<file path="src/rtl/wb_rr_watchdog_arbiter_if.sv">
// Bundle of the signals between the masters' cyc lines, the shared slave bus and the arbiter.
// The slave modport is the arbiter's view; the master modport is the requesting side.
interface wb_rr_watchdog_arbiter_if #(
    parameter int MASTER_COUNT = 2,
    parameter int GNT_WIDTH    = $clog2(MASTER_COUNT)
);
    logic [MASTER_COUNT-1:0] cyc_i;
    logic                    stb_i;
    logic                    ack_i;
    logic                    err_i;
    logic                    rty_i;
    logic [GNT_WIDTH-1:0]    gnt_o;
    logic                    cyc_o;
    logic                    timeout_err_o;
    logic                    busy_o;

    modport slave (
        input  cyc_i, stb_i, ack_i, err_i, rty_i,
        output gnt_o, cyc_o, timeout_err_o, busy_o
    );

    modport master (
        output cyc_i, stb_i, ack_i, err_i, rty_i,
        input  gnt_o, cyc_o, timeout_err_o, busy_o
    );
endinterface

</file>
<file path="src/rtl/wb_rr_watchdog_arbiter.sv">
// Round-robin Wishbone bus arbiter with a per-transfer watchdog that forces an
// error termination when a strobed transfer gets no slave response in time.
module wb_rr_watchdog_arbiter #(
    parameter int MASTER_COUNT = 2,
    parameter int GNT_WIDTH    = $clog2(MASTER_COUNT),
    parameter int TIMEOUT      = 255
) (
    input  logic                           clk_i,
    input  logic                           rst_i,
    wb_rr_watchdog_arbiter_if.slave        bus
);
    typedef enum logic {
        IDLE  = 1'b0,
        GRANT = 1'b1
    } state_t;

    localparam logic [GNT_WIDTH-1:0] LAST_RST = GNT_WIDTH'(MASTER_COUNT - 1);

    state_t               state_q, state_d;
    logic [GNT_WIDTH-1:0] gnt_q, gnt_d;
    logic [GNT_WIDTH-1:0] last_q, last_d;

    logic [GNT_WIDTH-1:0]    cand_idx [MASTER_COUNT];
    logic [MASTER_COUNT-1:0] cand_req;
    logic [GNT_WIDTH-1:0]    pick_idx;
    logic                    any_req;
    logic                    cyc_granted;
    logic                    cyc_out;
    logic                    busy_out;
    logic                    timeout_out;

    // Candidate gi is the master gi+1 positions after the last winner, so
    // the last winner itself is examined last.
    for (genvar gi = 0; gi < MASTER_COUNT; gi++) begin : g_cand
        assign cand_idx[gi] = GNT_WIDTH'((int'(last_q) + gi + 1) % MASTER_COUNT);
        assign cand_req[gi] = bus.cyc_i[cand_idx[gi]];
    end

    assign any_req = |bus.cyc_i;

    always_comb begin
        pick_idx = cand_idx[0];
        for (int i = MASTER_COUNT - 1; i >= 0; i--) begin
            if (cand_req[i]) begin
                pick_idx = cand_idx[i];
            end
        end
    end

    assign cyc_granted = bus.cyc_i[gnt_q];

    always_comb begin
        state_d  = state_q;
        gnt_d    = gnt_q;
        last_d   = last_q;
        cyc_out  = 1'b0;
        busy_out = 1'b0;
        case (state_q)
            IDLE: begin
                if (any_req) begin
                    gnt_d   = pick_idx;
                    last_d  = pick_idx;
                    state_d = GRANT;
                end
            end
            GRANT: begin
                busy_out = 1'b1;
                // Pass cyc straight through so the slave sees the drop in the same cycle.
                cyc_out  = cyc_granted;
                if (!cyc_granted) begin
                    state_d = IDLE;
                end
            end
            default: state_d = IDLE;
        endcase
    end

    always_ff @(posedge clk_i) begin
        if (rst_i) begin
            state_q <= IDLE;
            gnt_q   <= '0;
            last_q  <= LAST_RST;
        end else begin
            state_q <= state_d;
            gnt_q   <= gnt_d;
            last_q  <= last_d;
        end
    end

    if (TIMEOUT > 0) begin : g_wdog
        localparam int CNT_W = $clog2(TIMEOUT + 1);

        logic [CNT_W-1:0] stall_cnt_q, stall_cnt_d;
        logic             stalled;
        logic             expire;

        // cyc_out is only ever high in GRANT, which keeps the watchdog quiet in IDLE.
        assign stalled     = cyc_out & bus.stb_i & ~(bus.ack_i | bus.err_i | bus.rty_i);
        assign expire      = stalled && (stall_cnt_q == CNT_W'(TIMEOUT));
        assign stall_cnt_d = (stalled && !expire) ? stall_cnt_q + 1'b1 : '0;

        always_ff @(posedge clk_i) begin
            if (rst_i) begin
                stall_cnt_q <= '0;
            end else begin
                stall_cnt_q <= stall_cnt_d;
            end
        end

        assign timeout_out = expire;
    end else begin : g_no_wdog
        assign timeout_out = 1'b0;
    end

    assign bus.gnt_o         = gnt_q;
    assign bus.cyc_o         = cyc_out;
    assign bus.busy_o        = busy_out;
    assign bus.timeout_err_o = timeout_out;
endmodule

</file>
<file path="src/flat_wrapper.sv">
// flat-port wrapper written by rule: the top's interface ports become plain ports
module wb_rr_watchdog_arbiter_flat 
#(
    parameter int MASTER_COUNT = 2,
    parameter int GNT_WIDTH    = $clog2(MASTER_COUNT),
    parameter int TIMEOUT      = 255
)
  (clk_i, rst_i, bus_cyc_i, bus_stb_i, bus_ack_i, bus_err_i, bus_rty_i, bus_gnt_o, bus_cyc_o, bus_timeout_err_o, bus_busy_o);
  wb_rr_watchdog_arbiter_if #(.MASTER_COUNT(MASTER_COUNT), .GNT_WIDTH(GNT_WIDTH)) bus_i ();
  input  logic clk_i;
  input  logic rst_i;
  input wire logic [$bits(bus_i.cyc_i)-1:0] bus_cyc_i;
  input wire logic [$bits(bus_i.stb_i)-1:0] bus_stb_i;
  input wire logic [$bits(bus_i.ack_i)-1:0] bus_ack_i;
  input wire logic [$bits(bus_i.err_i)-1:0] bus_err_i;
  input wire logic [$bits(bus_i.rty_i)-1:0] bus_rty_i;
  output wire logic [$bits(bus_i.gnt_o)-1:0] bus_gnt_o;
  output wire logic [$bits(bus_i.cyc_o)-1:0] bus_cyc_o;
  output wire logic [$bits(bus_i.timeout_err_o)-1:0] bus_timeout_err_o;
  output wire logic [$bits(bus_i.busy_o)-1:0] bus_busy_o;
  assign bus_i.cyc_i = bus_cyc_i;
  assign bus_i.stb_i = bus_stb_i;
  assign bus_i.ack_i = bus_ack_i;
  assign bus_i.err_i = bus_err_i;
  assign bus_i.rty_i = bus_rty_i;
  assign bus_gnt_o = bus_i.gnt_o;
  assign bus_cyc_o = bus_i.cyc_o;
  assign bus_timeout_err_o = bus_i.timeout_err_o;
  assign bus_busy_o = bus_i.busy_o;
  wb_rr_watchdog_arbiter #(.MASTER_COUNT(MASTER_COUNT), .GNT_WIDTH(GNT_WIDTH), .TIMEOUT(TIMEOUT)) u_core (.clk_i(clk_i), .rst_i(rst_i), .bus(bus_i));
endmodule
</file>
<file path="config.mk">
export PLATFORM = sky130hd
export DESIGN_NAME = wb_rr_watchdog_arbiter_flat
export DESIGN_NICKNAME = d
export VERILOG_FILES = /design/src/rtl/wb_rr_watchdog_arbiter_if.sv /design/src/rtl/wb_rr_watchdog_arbiter.sv /design/src/flat_wrapper.sv
export SDC_FILE = /design/constraint.sdc
export NUM_CORES = 1
export LEC_CHECK = 0
export ABC_AREA = 1
export BUFFER_PORTS_ARGS = -buffer_cell sky130_fd_sc_hd__buf_2
export CAP_MARGIN = 30
export CORE_AREA = 2 2 39 41
export CTS_BUF_LIST = sky130_fd_sc_hd__clkbuf_16
export DETAILED_ROUTE_END_ITERATION = 8
export DIE_AREA = 0 0 41 43
export GPL_ROUTABILITY_DRIVEN = 0
export PLACE_DENSITY = 0.65
export SYNTH_ARGS = -nofsm -noshare
export SYNTH_HDL_FRONTEND = slang
export SYNTH_SLANG_ARGS = --single-unit
</file>
<file path="constraint.sdc">
create_clock -name clk_i -period 1.45 [get_ports clk_i]
set_input_delay 0.145 -clock clk_i [delete_from_list [all_inputs] [get_ports clk_i]]
set_output_delay 0.145 -clock clk_i [all_outputs]
set_load 0.01 [all_outputs]
</file>
==> results by group <==
Floorplanning
  • Std cell rows: 14
  • Io pins: 12
  • Die width: 41 µm
  • Die area: 1760 µm²
  • Die Y-Extent: 43 µm
  • CORE AREA: 1380 µm²
  • Initial Util: 41.5%

Yosys
  • Synth cell types: 20
  • Number of synthesized flops with an enable pin: 0
  • Ys flop type: dfxtp_1
  • Area leader, netlist: dfxtp_1
  • Synth Instances: 74
  • Synth top area share: 38.3%
  • Top post-synthesis cells by area: dfxtp_1 38%, nor2_2 12%, nand2_1 7.8%, inv_1 7.2%, nor2_1 4.6%
  • Commonest cells post-synth: 12 x nand2_1, 11 x dfxtp_1, 11 x inv_1, 11 x nor2_2, 7 x nor2_1
  • Main combinational cell family by area after synthesis: simple AND/OR/NAND/NOR gates
  • Mapped Avg Cell Area: 7.76 µm²
  • Synth Register Bits: 11
  • Simple-Gate Fraction of Synth Area: 42.7%
  • Synthesized area: 574 µm²
  • Count leader, synth: nand2_1
  • Post-synthesis mux area share: 0%
  • Post-synthesis xor/xnor area fraction: 4.58%
  • Synth Area in Adders: 2.18%
  • Syn nets: 83
  • Post-synth ARST share: 0%
  • Compound-Gate Fraction of Synth Area: 5.01%
  • Sequential fraction of the synthesis area: 38.3%
  • YS warnings: 0

Final layout
  • Area grow syn2layout: 33.3%
  • Antenna Cells: 0
  • Nets: 102
  • Layout cell share with drive strength beyond 1: 42.4%

Route
  • Initial DRC Count: 3
  • Initial DRT Pass Iterations: 4
  • Via count: 491
  • Per-cell routed wire length: 8.99 µm
  • Routed Antenna Nets: 0
  • Drt total wl: 971 µm
  • DRC: 0
  • Vias per inst: 4.55

Clock tree
  • CTS tree: built
  • TritonCTS buffer count: 3
  • Htree depth: 1
  • Hold Buf Count CTS: 0
  • Max Buffers Root-to-Sink: 2
  • CTS sink count: 11
  • Worst-Skew Late Latency: 0.24 ns
  • Clock transition at path regs: 0.04 ns
  • Clk root buf: clkbuf_16

Critical path
  • CP Launch Type: flip-flop
  • Kind of critical path: reg2out
  • Max Fanout on Critical Path: 2
  • Crit. End Element: output port
  • Critical path data required time: 1.31 ns
  • CP Data Arrival Time: 1.25 ns

Global routing
  • Gr ovfl total: 0
  • First-pass GRT wire length: 1590 µm
  • Gr usage total: 14.3%
  • Vias in the first global route: 406
  • Largest net degree at the start of global routing: 9
  • Initial antenna violation count: 0

Power
  • Pwr Density: 1140 nW/µm²
  • Clock group share of total power: 57.7%
  • Net Sw Power: 0.000176 W
  • Internal: 0.000697 W
  • Max rail drop VDD: 0.672 mV
  • Sequential share of power: 36.4%
  • Logic pwr share: 5.8%
  • Switching Fraction: 20.1%
  • Leak: 0.309 nW

STA
  • Final hold violations: 0
  • Final setup violation count: 0
  • Crit share post-route: 95.9%
  • Post-route setup TNS: 0 ns
  • Fmax: 719 MHz
  • Clock Skews: 0.00184 ns
  • Slew margin rel.: 79.4%
  • Final slew viol count: 0
  • Period minus WS final: 1.39 ns
  • Worst Tran Pin Value: 0.305 ns
  • Worst setup margin: 0.0590 ns

Placed design
  • Port Buffers: 11
  • Post-DP HPWL: 686 µm
  • Dpl ws: 0.192 ns

Flow run
  • Max cap viols: 0

Status
  • Status: completed

Min path
  • Worst min-delay path class: in2reg
[routing by layer]
layer | wire length [µm] | up-vias | track usage, %
li1 | - | 264 | -
met1 | 435 | 213 | 16.7
met2 | 442 | 9 | 18.1
met3 | 54 | 5 | 6.28
met4 | 39 | 0 | 14.0
met5 | 0 | - | 0
[layout make-up]
type | count | area [µm²]
multi-input combinational | 52 | 325
fill | 132 | 618
clock buffer | 3 | 75.1
inverter | 11 | 41.3
clock inverter | 1 | 3.75
sequential | 11 | 223
tap | 16 | 20.0
timing repair buffer | 14 | 77.6
[cells in the final DEF (no fill, tap or decap)]
cell        n
nor3_2      1
xor2_1      2
nand2_4     1
a21oi_2     1
nor2_4      1
nor2_1      7
clkbuf_16   3
nand3b_1    1
nor2_2     11
buf_2      11
o21ai_0     1
nand2_2     2
ha_4        1
inv_1      12
xnor2_1     1
buf_4       3
nand2_1    12
dfxtp_2     2
nor3_1      2
dfxtp_1     9
nand3_4     1
nand3_2     1
a21oi_1     3
nand3_1     3
[through the flow]
| stage | hold slack (ns) | cell area, µm² | instances | util (%) | total power [W] |
|---|---|---|---|---|---|
| 6_report | 0.114 | 766 | 108 | 55.3 | 0.000873 |
| 5_1_grt | 0.129 | 766 | 108 | 55.3 | 0.000905 |
| 4_1_cts | 0.117 | 739 | 106 | 53.4 | 0.000881 |
| 3_5_place_dp | 0.368 | 649 | 101 | 46.9 | 0.000375 |
| 3_3_place_gp | 0.367 | 649 | 101 | 46.9 | 0.000374 |
| 2_1_floorplan | 0.214 | 574 | 74 | - | 0.000353 |
[flip-flops by register name (all words and copies together), names as in the netlist]
| register | flops |
|---|---|
| u_core.last_q | 1 |
| u_core.state_q | 1 |
| u_core.g_wdog.stall_cnt_q | 8 |
| u_core.bus.gnt_o | 1 |
[power groups by stage]
| stage | clock (W) | sequential, W | combinational (W) |
|---|---|---|---|
| floorplan | 0 | 0.000325 | 0.0000280 |
| global placement | 0 | 0.000323 | 0.0000509 |
| detailed placement | 0 | 0.000323 | 0.0000514 |
| CTS | 0.000512 | 0.000318 | 0.0000515 |
| global route | 0.000528 | 0.000319 | 0.0000580 |
| finish | 0.000504 | 0.000318 | 0.0000508 |
[cells by family (layout without fill, tap and decap cells)]
kind of cell	Yosys count	after routing
compound gates	5	5
xor+xnor	3	3
fa+ha+maj	1	1
buf+inv	11	29
flops	11	11
simple gates	43	43
[what timing repair did]
action,4_1_cts,5_1_grt
endpoints found under the setup margin,1,1
gates resized for setup,2,2
pin swaps,1,1
setup buffers,1,2
hold endpoints to repair,0,0
[critical path: stages, from the launching register on]
cell	delay [ns]
dfxtp_2	0.35
ha_4	0.14
nand2_1	0.06
nor2_2	0.12
nand2_1	0.06
nor3_1	0.12
buf_2	0.15
[path summary, 6_finish.rpt]
check	start	endpoint	slack, ns	depth (start not counted)
worst max-delay path	u_core.g_wdog.stall_cnt_q[1]	bus_timeout_err_o	0.06	6
worst min-delay path	rst_i	u_core.state_q	0.11	2
worst max register to register	u_core.g_wdog.stall_cnt_q[0]	u_core.g_wdog.stall_cnt_q[0]	0.27	7
worst min register to register	u_core.last_q	u_core.last_q	0.46	2
Power figures use the tool's default switching activity.
